==> config.mk <==
export PLATFORM = sky130hd
export DESIGN_NAME = alu_exec_unit_flat
export DESIGN_NICKNAME = d
export VERILOG_FILES = /design/src/rtl/alu_exec_unit_if.sv /design/src/rtl/alu_exec_unit.sv /design/src/flat_wrapper.sv
export SDC_FILE = /design/constraint.sdc
export NUM_CORES = 1
export LEC_CHECK = 0
export CORE_MARGIN = 2
export CORE_UTILIZATION = 38
export DETAILED_ROUTE_END_ITERATION = 12
export GPL_TIMING_DRIVEN = 0
export PLACE_DENSITY = 0.67
export SKIP_CTS_REPAIR_TIMING = 1
export SLEW_MARGIN = 20
export SYNTH_ARGS = -nofsm -noshare
export SYNTH_HDL_FRONTEND = slang
export SYNTH_SLANG_ARGS = --single-unit
==> constraint.sdc <==
create_clock -name clk_i -period 12.4 [get_ports clk_i]
set_input_delay 1.24 -clock clk_i [delete_from_list [all_inputs] [get_ports clk_i]]
set_output_delay 1.24 -clock clk_i [all_outputs]
set_load 0.005 [all_outputs]
==> src/rtl/alu_exec_unit_if.sv <==
// Request/result bundle between the EX-stage controller and alu_exec_unit.
interface alu_exec_unit_if #(
  parameter int WIDTH = 32
);
  logic             start_i;
  logic [2:0]       ALUCtrl_i;
  logic [WIDTH-1:0] data1_i;
  logic [WIDTH-1:0] data2_i;
  logic [WIDTH-1:0] data_o;
  logic             zero_o;
  logic             busy_o;
  logic             done_o;

  modport master (
    output start_i, ALUCtrl_i, data1_i, data2_i,
    input  data_o, zero_o, busy_o, done_o
  );

  modport slave (
    input  start_i, ALUCtrl_i, data1_i, data2_i,
    output data_o, zero_o, busy_o, done_o
  );
endinterface

==> src/rtl/alu_exec_unit.sv <==
// EX-stage ALU: single-cycle AND/OR/ADD/SUB/SLT plus a WIDTH-cycle shift-add
// multiply with busy/done handshake.
module alu_exec_unit #(
  parameter int WIDTH = 32
) (
  input logic             clk_i,
  input logic             rst_i,
  alu_exec_unit_if.slave  bus
);
  localparam int CW = $clog2(WIDTH + 1);

  localparam logic [2:0] OP_AND = 3'b000;
  localparam logic [2:0] OP_OR  = 3'b001;
  localparam logic [2:0] OP_ADD = 3'b010;
  localparam logic [2:0] OP_MUL = 3'b011;
  localparam logic [2:0] OP_SUB = 3'b110;
  localparam logic [2:0] OP_SLT = 3'b111;

  typedef enum logic {IDLE, MUL} state_t;

  state_t           state;
  logic [WIDTH-1:0] data_q;
  logic             busy_q;
  logic             done_q;
  logic [CW-1:0]    cnt;
  logic [WIDTH-1:0] mcand;
  logic [WIDTH-1:0] mplier;
  logic [WIDTH-1:0] acc;
  logic [WIDTH-1:0] acc_next;
  logic [WIDTH-1:0] alu_res;

  always_comb begin
    alu_res = '0;
    unique case (bus.ALUCtrl_i)
      OP_AND: alu_res = bus.data1_i & bus.data2_i;
      OP_OR:  alu_res = bus.data1_i | bus.data2_i;
      OP_ADD: alu_res = bus.data1_i + bus.data2_i;
      OP_SUB: alu_res = bus.data1_i - bus.data2_i;
      OP_SLT: alu_res = {{(WIDTH-1){1'b0}}, ($signed(bus.data1_i) < $signed(bus.data2_i))};
      default: alu_res = '0;
    endcase
  end

  assign acc_next = acc + (mplier[0] ? mcand : '0);

  always_ff @(posedge clk_i or posedge rst_i) begin
    if (rst_i) begin
      state  <= IDLE;
      data_q <= '0;
      busy_q <= 1'b0;
      done_q <= 1'b0;
      cnt    <= '0;
      mcand  <= '0;
      mplier <= '0;
      acc    <= '0;
    end else begin
      done_q <= 1'b0;
      unique case (state)
        IDLE: begin
          if (bus.start_i) begin
            if (bus.ALUCtrl_i == OP_MUL) begin
              mcand  <= bus.data1_i;
              mplier <= bus.data2_i;
              acc    <= '0;
              cnt    <= CW'(WIDTH);
              busy_q <= 1'b1;
              state  <= MUL;
            end else begin
              data_q <= alu_res;
              done_q <= 1'b1;
            end
          end
        end
        MUL: begin
          acc    <= acc_next;
          mcand  <= mcand << 1;
          mplier <= mplier >> 1;
          cnt    <= cnt - CW'(1);
          // Final iteration publishes the sum including this cycle's partial product.
          if (cnt == CW'(1)) begin
            data_q <= acc_next;
            done_q <= 1'b1;
            busy_q <= 1'b0;
            state  <= IDLE;
          end
        end
        default: state <= IDLE;
      endcase
    end
  end

  assign bus.data_o = data_q;
  assign bus.zero_o = (data_q == '0);
  assign bus.busy_o = busy_q;
  assign bus.done_o = done_q;
endmodule

==> src/flat_wrapper.sv <==
// flat-port wrapper written by rule: the top's interface ports become plain ports
module alu_exec_unit_flat 
#(
  parameter int WIDTH = 32
)
  (clk_i, rst_i, bus_start_i, bus_ALUCtrl_i, bus_data1_i, bus_data2_i, bus_data_o, bus_zero_o, bus_busy_o, bus_done_o);
  alu_exec_unit_if #(.WIDTH(WIDTH)) bus_i ();
  input logic clk_i;
  input logic rst_i;
  input wire logic [$bits(bus_i.start_i)-1:0] bus_start_i;
  input wire logic [$bits(bus_i.ALUCtrl_i)-1:0] bus_ALUCtrl_i;
  input wire logic [$bits(bus_i.data1_i)-1:0] bus_data1_i;
  input wire logic [$bits(bus_i.data2_i)-1:0] bus_data2_i;
  output wire logic [$bits(bus_i.data_o)-1:0] bus_data_o;
  output wire logic [$bits(bus_i.zero_o)-1:0] bus_zero_o;
  output wire logic [$bits(bus_i.busy_o)-1:0] bus_busy_o;
  output wire logic [$bits(bus_i.done_o)-1:0] bus_done_o;
  assign bus_i.start_i = bus_start_i;
  assign bus_i.ALUCtrl_i = bus_ALUCtrl_i;
  assign bus_i.data1_i = bus_data1_i;
  assign bus_i.data2_i = bus_data2_i;
  assign bus_data_o = bus_i.data_o;
  assign bus_zero_o = bus_i.zero_o;
  assign bus_busy_o = bus_i.busy_o;
  assign bus_done_o = bus_i.done_o;
  alu_exec_unit #(.WIDTH(WIDTH)) u_core (.clk_i(clk_i), .rst_i(rst_i), .bus(bus_i));
endmodule
==> metrics, run 1 <==
status=finished clean; final setup vio count=0; Die Y-Extent=183 µm; clock latency on the worst-skew pair=0.44 ns; Num Clock Sinks=137; layout cells sized above 1=0.0382; Reg2Reg Launch Point=u_core.mplier[0]; gr usage total=0.258; EDFF count, synth=0; initial antenna violation count=1; CP startpoint=bus_data2_i[1]; final WL=43100 µm; grt met1 use=0.353; Leak=6.53 nW; Synth Area per Inst=7.61 µm²; Final Hold Fails=0; # H-tree levels=4; Yosys reg bits=137; Synth top area share=0.283; clock transition at the registers of the reported paths=0.07 ns; Placed Area=13700 µm²; top cells by area, synth=dfrtp_1 (28%), ha_1 (14%), a21oi_1 (6.8%); Top FF cell, synth=dfrtp_1; Min-Delay Path Class=reg2reg; CTS tree=built; Yosys top cell by area=dfrtp_1; Seq/Total Area, Yosys=0.283; Startpoint Class=input pin; P_int=0.00140 W; Setup CP Type=in2reg; Logic pwr share=0.449; number of synthesis warnings=0; detailed-route DRC error count=0; skew final=0.0139 ns; I/O pin count=105; Final period util=0.398; CP endpoint kind=flop; R2R depth=15; non-filler cells, final=2131; port buffer count=102; pre-CTS setup slack=7.15 ns; detailed placement HPWL=34100 µm; P&R area growth vs syn=18.1%; Max rail drop VDD=0.0974 mV; worst setup margin=7.46 ns; DP Cell Count=2098; M3 GR Usage=0.0335; hold_sp=u_core.acc[30]; first-pass GRT wire length=66800 µm; most used routing layer=met2; clock share of power=0.233; Post-Route Setup TNS=0 ns; Sequential Power Share=0.318; initial detailed-routing violation count=1162; post-synthesis cell count=1593; asr flop ratio synth=1.00; via count=12300; fmax=0.202 GHz; GRT met2 Usage=0.414; synth unique cells=84; max_cap viols=0; crit path max fanout=4; Worst Max-Slew Pin Slew=0.968 ns; hold depth=2; antenna-violating nets left=0; CTS max path bufs=2; P per Cell Area=171 nW/µm²; fin area=14300 µm²; Via-to-Cell Ratio=5.75; Slew headroom=0.350; fin nets=1920; Starting Density=0.385; number of global-route vias before repair=11700; DIE WIDTH=183 µm; Site Rows=65; Arr. time, crit path=5.26 ns; syn_nets=1798; Max Slew Vio Count=0; RSZ-0062 raised after global routing=no; Req. time, crit path=12.72 ns; core outline area=31500 µm²; GP Congestion=0.952; Num CTS Buffers=17; DR pass1 iterations=5; switching part of the total=0.431; post-layout minimum cycle time=4.94 ns; gr ovfl total=0; Root Buffer=clkbuf_16; Tot Pwr=0.00246 W; largest net degree at the start of global routing=90; Die ar.=33400 µm²; routed len/inst=20.2 µm; NetSw=0.00106 W; mapped cell area=12100 µm²
cell families (layout without fill, tap and decap cells):
logic type / count (synthesis) / count (layout) / share of synthesized area
muxes: 9 / 9 / 0.00753
adders and majority gates: 135 / 135 / 0.141
AOI/OAI and AO/OA: 515 / 515 / 0.264
DFF: 137 / 137 / 0.283
and+or+nand+nor: 544 / 544 / 0.202
xor gates and xnor gates: 54 / 54 / 0.0390
buffers and inverters: 199 / 334 / 0.0631
other: 0 / 1 / 0
through the flow:
step | hold slack, ns | util
after global routing | 0.500 | 0.455
after CTS | 0.487 | 0.455
final | 0.487 | 0.455
after floorplan | 0.437 | -
after global placement | 0.463 | 0.434
after detailed placement | 0.471 | 0.435
cell usage after synthesis (14+ instances only):
library cell,n
dfrtp_1,137
o21ai_0,123
nand4_1,15
xor2_1,16
o21a_1,14
nor2_1,164
nor3_1,17
ha_1,132
inv_1,101
o22ai_1,15
a21o_1,32
o21bai_1,14
and2_1,36
xnor2_1,38
a21oi_1,164
nor2b_1,16
nand3_1,17
nor4_1,14
nand2_1,218
a31oi_1,35
clkbuf_1,78
registers in the layout, summed over array words and instances, names as in the netlist:
name and count:
u_core.bus.data_o 32, u_core.bus.busy_o 1, u_core.acc 32, u_core.mcand 32, u_core.cnt 6, u_core.state 1
u_core.mplier 32, u_core.bus.done_o 1
power groups by stage:
stage / Sequential [W] / Combinational [W] / Clock (W)
floorplan: 0.000731 / 0.000685 / 0
global placement: 0.000779 / 0.00107 / 0
detailed placement: 0.000782 / 0.00109 / 0
CTS: 0.000775 / 0.00109 / 0.000574
global route: 0.000797 / 0.00122 / 0.000592
finish: 0.000780 / 0.00110 / 0.000573
metal layers:
layer	up-vias	part of all wire
li1	5825	-
met1	5866	0.45
met2	474	0.45
met3	89	0.065
met4	0	0.035
met5	-	0
path summary, 6_finish.rpt:
kind                                          to  slack [ns]
min in group asynchronous         u_core.acc[29]        1.19
max in group asynchronous      u_core.mplier[21]       10.42
hold reg to reg                   u_core.acc[30]        0.49
setup / recovery           u_core.bus.data_o[27]        7.46
hold / removal                    u_core.acc[30]        0.49
setup reg to reg           u_core.bus.data_o[27]        8.50
critical path, stage by stage:
cell and delay (ns):
clkdlybuf4s50_1 0.59, inv_1 0.16, ha_1 0.36, nor2_1 0.19, o311ai_0 0.15, a21oi_1 0.38, o21ai_1 0.24, a2111oi_2 0.54
nor2_1 0.14, o21ai_1 0.35, a211o_1 0.20, xnor2_1 0.12, o221ai_1 0.22, a221o_1 0.38
cells in the final DEF, fill, tap and decap left out, drive strengths merged, types with 10 or more instances in the layout:
| cell | instances |
|---|---|
| nand2 | 218 |
| a21oi | 164 |
| nor2 | 164 |
| dfrtp | 137 |
| o21ai | 136 |
| ha | 132 |
| inv | 109 |
| clkdlybuf4s50 | 102 |
| clkbuf | 95 |
| xnor2 | 38 |
| and2 | 36 |
| a31oi | 35 |
| a21o | 32 |
| nor3 | 19 |
| buf | 19 |
| nand3 | 17 |
| nor2b | 17 |
| xor2 | 16 |
| nand4 | 15 |
| o22ai | 15 |
| nor4 | 15 |
| o21a | 14 |
| o21bai | 14 |
| o221ai | 13 |
| a22oi | 12 |
| nand2b | 11 |
| a211oi | 11 |
| or3 | 10 |
cell type report:
cell class / instances / area (µm²)
Buffer: 96 / 379
Multi-Input combinational cell: 1257 / 7940
Inverter: 103 / 394
Timing Repair Buffer: 103 / 1050
Antenna cell: 1 / 2.50
Clock inverter: 15 / 213
Clock buffer: 17 / 425
Sequential cell: 137 / 3430
Tap cell: 402 / 503
Fill cell: 3169 / 17100
Power figures use the tool's default switching activity.
==> run 2: changes to the inputs <==
==> constraint.sdc (replaced) <==
create_clock -name clk_i -period 4.6 [get_ports clk_i]
set_input_delay 0.46 -clock clk_i [delete_from_list [all_inputs] [get_ports clk_i]]
set_output_delay 0.46 -clock clk_i [all_outputs]
set_load 0.005 [all_outputs]
==> results of run 2 <==
Same layout as run 1 (identical final DEF). Status: finished clean.
Main changes from that run: setup slack after placement 7.15 ns -> 0.125 ns; setup slack after layout 7.46 ns -> 0.439 ns; hold slack 0.487 ns -> 0.414 ns; register-to-register setup slack 8.50 ns -> 0.70 ns; total power 0.00246 W -> 0.00662 W; worst IR drop on VDD 0.0974 mV -> 0.263 mV
==> run 3: changes to the inputs <==
--- a/config.mk
+++ b/config.mk
@@ -6,10 +6,11 @@
 export NUM_CORES = 1
 export LEC_CHECK = 0
 export CORE_MARGIN = 2
-export CORE_UTILIZATION = 38
+export CORE_UTILIZATION = 60
+export CTS_BUF_LIST = sky130_fd_sc_hd__clkbuf_4 sky130_fd_sc_hd__clkbuf_8 sky130_fd_sc_hd__clkbuf_16
 export DETAILED_ROUTE_END_ITERATION = 12
 export GPL_TIMING_DRIVEN = 0
-export PLACE_DENSITY = 0.67
+export PLACE_DENSITY = 0.93
 export SKIP_CTS_REPAIR_TIMING = 1
 export SLEW_MARGIN = 20
 export SYNTH_ARGS = -nofsm -noshare
==> run 3 against run 2 <==
Net effect: sequential power is essentially flat; sequential share of layout area grew 0.32 points; non-clock buffer count is the same; combinational power grew 3%; die area shrank 36%; largest cell class unchanged; largest power group unchanged.
==> metrics, run 3 (same netlist as run 1, synthesis figures left out) <==
ANT cells=0; crit path max fanout=4; most frequent cells in the layout=nand2_1 (218), a21oi_1 (164), nor2_1 (164); CTS tree=built; status=finished clean; via count=13100; number of global-route vias before repair=12500; post-layout minimum cycle time=4.10 ns; Arr. time, crit path=4.42 ns; Max rail drop VDD=0.332 mV; Min-Delay Path Class=in2async; Root Buffer=clkbuf_16; Leak=6.53 nW; DR pass1 iterations=6; Site Rows=52; largest net degree at the start of global routing=81; detailed-route DRC error count=0; layout cells sized above 1=0.0382; DIE WIDTH=146 µm; Reg2Reg Launch Point=u_core.mplier[0]; Final period util=0.890; final setup vio count=0; P&R area growth vs syn=16.6%; I/O pin count=105; Setup CP Type=in2reg; R2R depth=15; Final Hold Fails=0; skew final=0.0155 ns; fmax=0.244 GHz; Num Clock Sinks=137; clock transition at the registers of the reported paths=0.07 ns; fin nets=1920; first-pass GRT wire length=68500 µm; DP Cell Count=1966; Post-Route Setup TNS=0 ns; port buffer count=102; Num CTS Buffers=17; CP startpoint=bus_data2_i[1]; FF-to-FF setup slack=0.56 ns; Slew headroom=0.355; Starting Density=0.605; RSZ-0062 raised after global routing=no; GP Congestion=1.02; Die ar.=21400 µm²; clock latency on the worst-skew pair=0.44 ns; CP endpoint kind=flop; detailed placement HPWL=33300 µm; P per Cell Area=471 nW/µm²; Final Util=0.706; Max Slew Vio Count=0; max_cap viols=0; final WL=43900 µm; core outline area=20000 µm²; gr usage total=0.408; gr ovfl total=0; Via-to-Cell Ratio=6.57; routed len/inst=22.0 µm; Die Y-Extent=146 µm; CTS max path bufs=2; antenna-violating nets left=0; non-filler cells, final=1998; Worst Max-Slew Pin Slew=0.960 ns; # H-tree levels=4; initial antenna violation count=0; initial detailed-routing violation count=1892; Req. time, crit path=4.92 ns; Startpoint Class=input pin; commonest non-fill, non-tap cell in the layout=nand2_1
run 3: cell count changes in the layout (fill, tap and decap cells not counted):
cell | before | now
diode_2 | 1 | 0
inv_6 | 5 | 6
clkinv_8 | 0 | 1
bufinv_16 | 4 | 2
inv_8 | 2 | 4
clkinvlp_4 | 2 | 0
clkinv_4 | 2 | 1
clkbuf_8 | 0 | 1
run 3: report_power, final:
part	switching, W	total (W)	internal, W
combinational	0.00190	0.00307	0.00117
clock	0.000629	0.00147	0.000839
sequential	0.000438	0.00212	0.00169
run 3: layout make-up:
cell class,count,area (µm²)
fillers,1638,5900
clock inverters,14,176
well taps,270,338
multi-input cells,1257,7940
inverters,103,394
repair buffers,103,1050
clock buffers,18,439
flip-flops and latches,137,3430
plain buffers,96,379
run 3: worst paths after layout:
check / endpoint
setup / recovery: u_core.bus.data_o[31]
max in group asynchronous: u_core.mplier[20]
min in group clk_i: u_core.cnt[5]
hold reg to reg: u_core.cnt[5]
hold / removal: u_core.acc[28]
setup reg to reg: u_core.bus.data_o[27]
run 3: through the flow:
step / setup WS (ns) / hold slack, ns / power (W) / instance area [µm²]
floorplan: 0.472 / 0.437 / 0.00382 / 12100
finish: 0.504 / 0.446 / 0.00666 / 14100
global route: 0.367 / 0.485 / 0.00698 / 14100
global placement: -1.38 / 0.459 / 0.00488 / 13500
CTS: 0.628 / 0.468 / 0.00652 / 14100
detailed placement: 0.176 / 0.471 / 0.00502 / 13500
run 3: worst max-delay path: stages:
cell and delay [ns]:
clkdlybuf4s50_1 0.59, inv_1 0.16, ha_1 0.35, nor2_1 0.15
o311ai_0 0.15, a21oi_1 0.46, o21ai_1 0.28, a2111oi_2 0.44
o2111ai_1 0.20, a32oi_1 0.53, a21oi_1 0.17, mux2i_1 0.17
a41o_1 0.21, a21oi_1 0.07
run 3: metal layers:
layer,part of all wire,wire (µm),global-route usage
met5,0,0,0
met4,0.052,2270,0.170
met3,0.12,5270,0.102
met2,0.44,19100,0.623
met1,0.39,17300,0.556
==> variant 1, RTL diff (config.mk and constraints of run 1) <==
Remove the case item `OP_SUB` of the case on `bus.ALUCtrl_i`.
--- a/src/rtl/alu_exec_unit.sv
+++ b/src/rtl/alu_exec_unit.sv
@@ -35,7 +35,6 @@
       OP_AND: alu_res = bus.data1_i & bus.data2_i;
       OP_OR:  alu_res = bus.data1_i | bus.data2_i;
       OP_ADD: alu_res = bus.data1_i + bus.data2_i;
-      OP_SUB: alu_res = bus.data1_i - bus.data2_i;
       OP_SLT: alu_res = {{(WIDTH-1){1'b0}}, ($signed(bus.data1_i) < $signed(bus.data2_i))};
       default: alu_res = '0;
     endcase
Behaviour: not the same (a bounded check fails within 4 cycles, from zero or initial values and one cycle with rst_i high).
==> variant 1 against run 1 <==
  * Clock skew shrank 0.0039 ns
  * Count of clock-buffer cells in the layout rose by 1
  * First-iteration DRC count fell by 20%
  * Design area fell by 7.5%
  * Sequential cell count unchanged
  * Synthesized cell count fell by 16%
  * Routed wire length is 18% lower
  * Clock power decreased by 14%
  * Total power is 6.9% lower
  * Critical path depth fell by 1
  * Worst setup slack better by 0.093 ns
  * Cell count decreased by 13%
  * Area after synthesis is 7.8% lower
==> variant 1: results (changes against run 1) <==
first-pass GRT wire length 55700 um (-17%); Lkg Pwr 6.30 nW (-3.6%); r2r setup slk 8.55 ns (+0.05 ns); Sw Ratio 41.5% (-1.6 points); main area contributors after synthesis dfrtp_1 31%, ha_1 14%, mux2i_1 7.4%; critical path's top delay family compound AO/OA/AOI/OAI gates; pre-CTS WS 7.21 ns (+0.0670 ns); largest net degree at the start of global routing 103 (+14%); Final Wtd Congestion 0.903 (-5.1%); vias per inst 5.53 (-3.8%); worst-margin pin slew 0.845 ns (-0.123 ns); DR iter-0 viols 929 (-20%); post-synthesis sequential area ratio 30.7% (+2.4 points); FF-to-FF path depth 13 (-2); count of yosys warnings during synthesis 0 (unchanged); status complete, no violations; worst setup path start bus_data2_i[0]; initial antenna violation count 0 (-1); drt pass-1 iters 6 (+1); Setup Skew 0.0100 ns (-0.00388 ns); peak supply drop 92.6 uV (-4.9%); CP max stage delay 0.65 ns (+0.06 ns); # nets final 1661 (-13%); fin crit share 39.1% (-0.75 points); Distinct cells, synth 68 (-19%); Post-DP HPWL 27800 um (-19%); most common library cells after synthesis 203 x nand2_1, 137 x dfrtp_1, 129 x ha_1; vias in the first global route 10.1k (-14%); CTS max path bufs 2 (unchanged); Syn Nets 1539 (-14%); All-Layer GR Usage 23.1% (-2.7 points); drt total wl 35200 um (-18%); HP Start u_core.cnt[5]; Clock transition at path regs approximately 0.06 ns; CP endpoint u_core.bus.data_o[26]; Arr. time, crit path 5.22 ns (-0.04 ns); share of cells above drive strength 1 3.27% (-0.55 points); clock buffer count from CTS 17 (unchanged); later-pin clock latency in the skew report about 0.43 ns; worst reg2reg startpoint u_core.mplier[0]; worst r2r dst u_core.bus.data_o[22]; predominant post-synthesis flop cell dfrtp_1; port bufs 102 (unchanged); crit path max-delay cell type o41ai_2
variant 1: layout make-up:
cell class              count  area [um2]
fillers                  2828       15600
multi-input cells        1043        7150
flip-flops and latches    137        3430
repair buffers            103        1050
well taps                 384         480
clock buffers              18         429
inverters                  92         353
plain buffers              66         251
clock inverters             9         106
diodes                      1        2.50
variant 1: routing by layer:
metal	routed length (um)	share of wire, %	GRT usage, %
met1	15900	45	31.2
met2	16200	46	37.4
met3	2180	6.2	3.85
met4	983	2.8	7.95
met5	0	0	0
variant 1: kinds of logic after synthesis:
kind of cell	after synthesis	synth area share [%]
xor+xnor	54	4.23
mux	83	7.43
flops	137	30.7
simple gates	416	16.7
buf+inv	158	5.34
fa+ha+maj	131	14.8
compound gates	359	20.8
variant 1: per-stage QoR:
step	instances	hold slack (ns)	instance area, um2	total power [mW]
floorplan	1338	0.437	11200	1.37
global placement	1824	0.452	12700	1.76
detailed placement	1825	0.462	12700	1.79
CTS	1852	0.470	13300	2.28
global route	1852	0.484	13300	2.45
finish	1853	0.465	13300	2.29
variant 1: worst min-delay path by stage:
stage | cells after the start | to | slack, ns
global placement | 1 | u_core.cnt[5] | 0.45
CTS | 1 | u_core.cnt[5] | 0.47
floorplan | 1 | u_core.cnt[5] | 0.44
global route | 1 | u_core.cnt[5] | 0.48
finish | 1 | u_core.cnt[5] | 0.46
detailed placement | 1 | u_core.cnt[5] | 0.46
variant 1: power groups by stage:
stage	Clock (mW)	Combinational (mW)	Sequential [mW]
after floorplan	0	0.626	0.739
after global placement	0	0.976	0.782
after detailed placement	0	1.00	0.787
after CTS	0.492	1.00	0.782
after global routing	0.514	1.13	0.806
final	0.491	1.01	0.784
==> variant 2, RTL diff (settings of run 1) <==
Without the edit above. `WIDTH` is set to 32 in 3 places; all go to 64.
--- a/src/rtl/alu_exec_unit_if.sv
+++ b/src/rtl/alu_exec_unit_if.sv
@@ -1,6 +1,6 @@
 // Request/result bundle between the EX-stage controller and alu_exec_unit.
 interface alu_exec_unit_if #(
-  parameter int WIDTH = 32
+  parameter int WIDTH = 64
 );
   logic             start_i;
   logic [2:0]       ALUCtrl_i;
--- a/src/rtl/alu_exec_unit.sv
+++ b/src/rtl/alu_exec_unit.sv
@@ -1,7 +1,7 @@
 // EX-stage ALU: single-cycle AND/OR/ADD/SUB/SLT plus a WIDTH-cycle shift-add
 // multiply with busy/done handshake.
 module alu_exec_unit #(
-  parameter int WIDTH = 32
+  parameter int WIDTH = 64
 ) (
   input logic             clk_i,
   input logic             rst_i,
--- a/src/flat_wrapper.sv
+++ b/src/flat_wrapper.sv
@@ -1,7 +1,7 @@
 // flat-port wrapper written by rule: the top's interface ports become plain ports
 module alu_exec_unit_flat 
 #(
-  parameter int WIDTH = 32
+  parameter int WIDTH = 64
 )
   (clk_i, rst_i, bus_start_i, bus_ALUCtrl_i, bus_data1_i, bus_data2_i, bus_data_o, bus_zero_o, bus_busy_o, bus_done_o);
   alu_exec_unit_if #(.WIDTH(WIDTH)) bus_i ();
Ports: changed (resized bus_data1_i, bus_data2_i and bus_data_o); port bits go from 105 to 201. The function was not compared with the original's and may differ.
==> variant 2 against run 1 <==
  * Combinational power rose by 110%
  * Cell count is 100% higher
  * Total power grew 100%
  * Area after synthesis rose by 110%
  * Design area increased by 100%
  * Synthesized cell count rose by 100%
  * Non-clock buffer count rose by 204
  * Count of clock-buffer cells in the layout increased by 24
  * Worst setup slack worse by 1.1 ns
  * Sequential cell count is 129 higher
  * Routed wire length grew to 2.6 times the old value
  * Via count grew 120%
  * Worst hold slack worse by 0.0036 ns
  * Critical endpoint is now u_core.bus.data_o[53]
  * Largest cell class unchanged
  * Highest routed layer unchanged
==> variant 2: results (changes against run 1) <==
status complete, no violations; DR iter-0 viols 3872 (+230%); peak supply drop 86.6 uV (-11%); Avg Cell Area, Syn 7.76 um2 (+2.0%); # nets final 3838 (+100%); post-synthesis sequential area ratio 26.8% (-1.5 points); worst hold path type flip-flop to flip-flop; Final setup viols 0 (unchanged); drt pass-1 iters 7 (+2); CTS max path bufs 3 (+1); CP max FO 4 (unchanged); DR top layer met4; Met3 Wirelength 13600 um (+390%); final setup TNS 0 ns (unchanged); worst-margin pin slew 1.33 ns (+0.360 ns); ys async rst share 100% (unchanged); most common library cells after synthesis 341 x inv_1, 341 x nand2_1, 281 x a21oi_1; later-pin clock latency in the skew report 0.57 ns (+0.13 ns); met2 Usage GRT 47.4% (+6.0 points); met1 usage 43.5% (+8.2 points); share of cells above drive strength 1 3.35% (-0.47 points); DR vias 26.9k (+120%); root buffer cell clkbuf_16; critical path's top delay family compound AO/OA/AOI/OAI gates; met2 WL 46600 um (+140%); H-tree depth 2 (-2); Syn Nets 3600 (+100%); pre-CTS WS 6.10 ns (-1.05 ns); Clock transition at path regs 0.06 ns; vias per inst 6.21 (+8.1%); Distinct cells, synth 90 (+7.1%); CP max stage delay 0.74 ns (+0.15 ns); first-pass GRT wire length 162000 um (+140%); Lkg Pwr 14.0 nW (+110%); placed instance count 4261 (+100%); M3 GR Usage 7.93% (+4.6 points); port bufs 199 (+95%); Placed Area 28000 um2 (+100%); largest net degree at the start of global routing 104 (+16%); clock buffer count from CTS 34 (+17); count of yosys warnings during synthesis 0 (unchanged); met1 WL 45000 um (+130%); main area contributors after synthesis dfrtp_1 27%, ha_1 13%, a21oi_1 5.7%; Arr. time, crit path 6.48 ns (+1.22 ns); All-Layer GR Usage 31.8% (+6.0 points); crit path max-delay cell type o31ai_1; initial antenna violation count 3 (+2); Post-DP HPWL 88000 um (+160%); Final Wtd Congestion 1.05 (+9.8%); vias in the first global route 25.2k (+110%); drt total wl 110000 um (+160%); Pint 2.76 mW (+97%); Post-synth EDFFs 0 (unchanged); predominant post-synthesis flop cell dfrtp_1; Setup Skew 0.0140 ns (+0.000124 ns)
-- variant 2: changes by cell type after synthesis, moves of 33 or more --
cell / before / now
a21o_1: 32 / 65
a21oi_1: 164 / 281
a222oi_1: 0 / 126
clkbuf_1: 78 / 160
dfrtp_1: 137 / 266
ha_1: 132 / 259
inv_1: 101 / 341
nand2_1: 218 / 341
nand3_1: 17 / 66
nor2_1: 164 / 234
xnor2_1: 38 / 84
-- variant 2: final cells by class --
cell class                 count  area [um2]
timing repair buffer         202        2060
multi-input combinational   2395       16200
sequential                   266        6660
fill                        6562       35300
inverter                     342        1290
buffer                       201         786
tap                          855        1070
clock buffer                  41         928
antenna                        2        5.00
clock inverter                20         315
-- variant 2: final timing paths --
kind / startpoint / end / slack, ns / depth (start not counted)
max: bus_data1_i[1] / u_core.bus.data_o[53] / 6.34 / 15
min: u_core.acc[25] / u_core.acc[25] / 0.48 / 2
max reg2reg: u_core.mplier[0] / u_core.bus.data_o[50] / 7.09 / 15
min reg2reg: u_core.acc[25] / u_core.acc[25] / 0.48 / 2
max in group asynchronous: rst_i / u_core.mplier[47] / 9.86 / 4
min in group asynchronous: rst_i / u_core.acc[16] / 1.11 / 2
-- variant 2: kinds of logic after synthesis --
group           share of synthesized area, %
buf+inv                                 8.31
simple gates                            17.7
compound gates                          29.2
mux                                    0.815
flops                                   26.8
xor+xnor                                3.94
fa+ha+maj                               13.3
-- variant 2: power by group through the flow --
stage               clock network (mW)  registers [mW]  logic, mW
finish                            1.12            1.51       2.32
global route                      1.16            1.53       2.50
CTS                               1.14            1.49       2.26
detailed placement                   0            1.51       2.25
global placement                     0            1.50       2.22
floorplan                            0            1.39       1.37
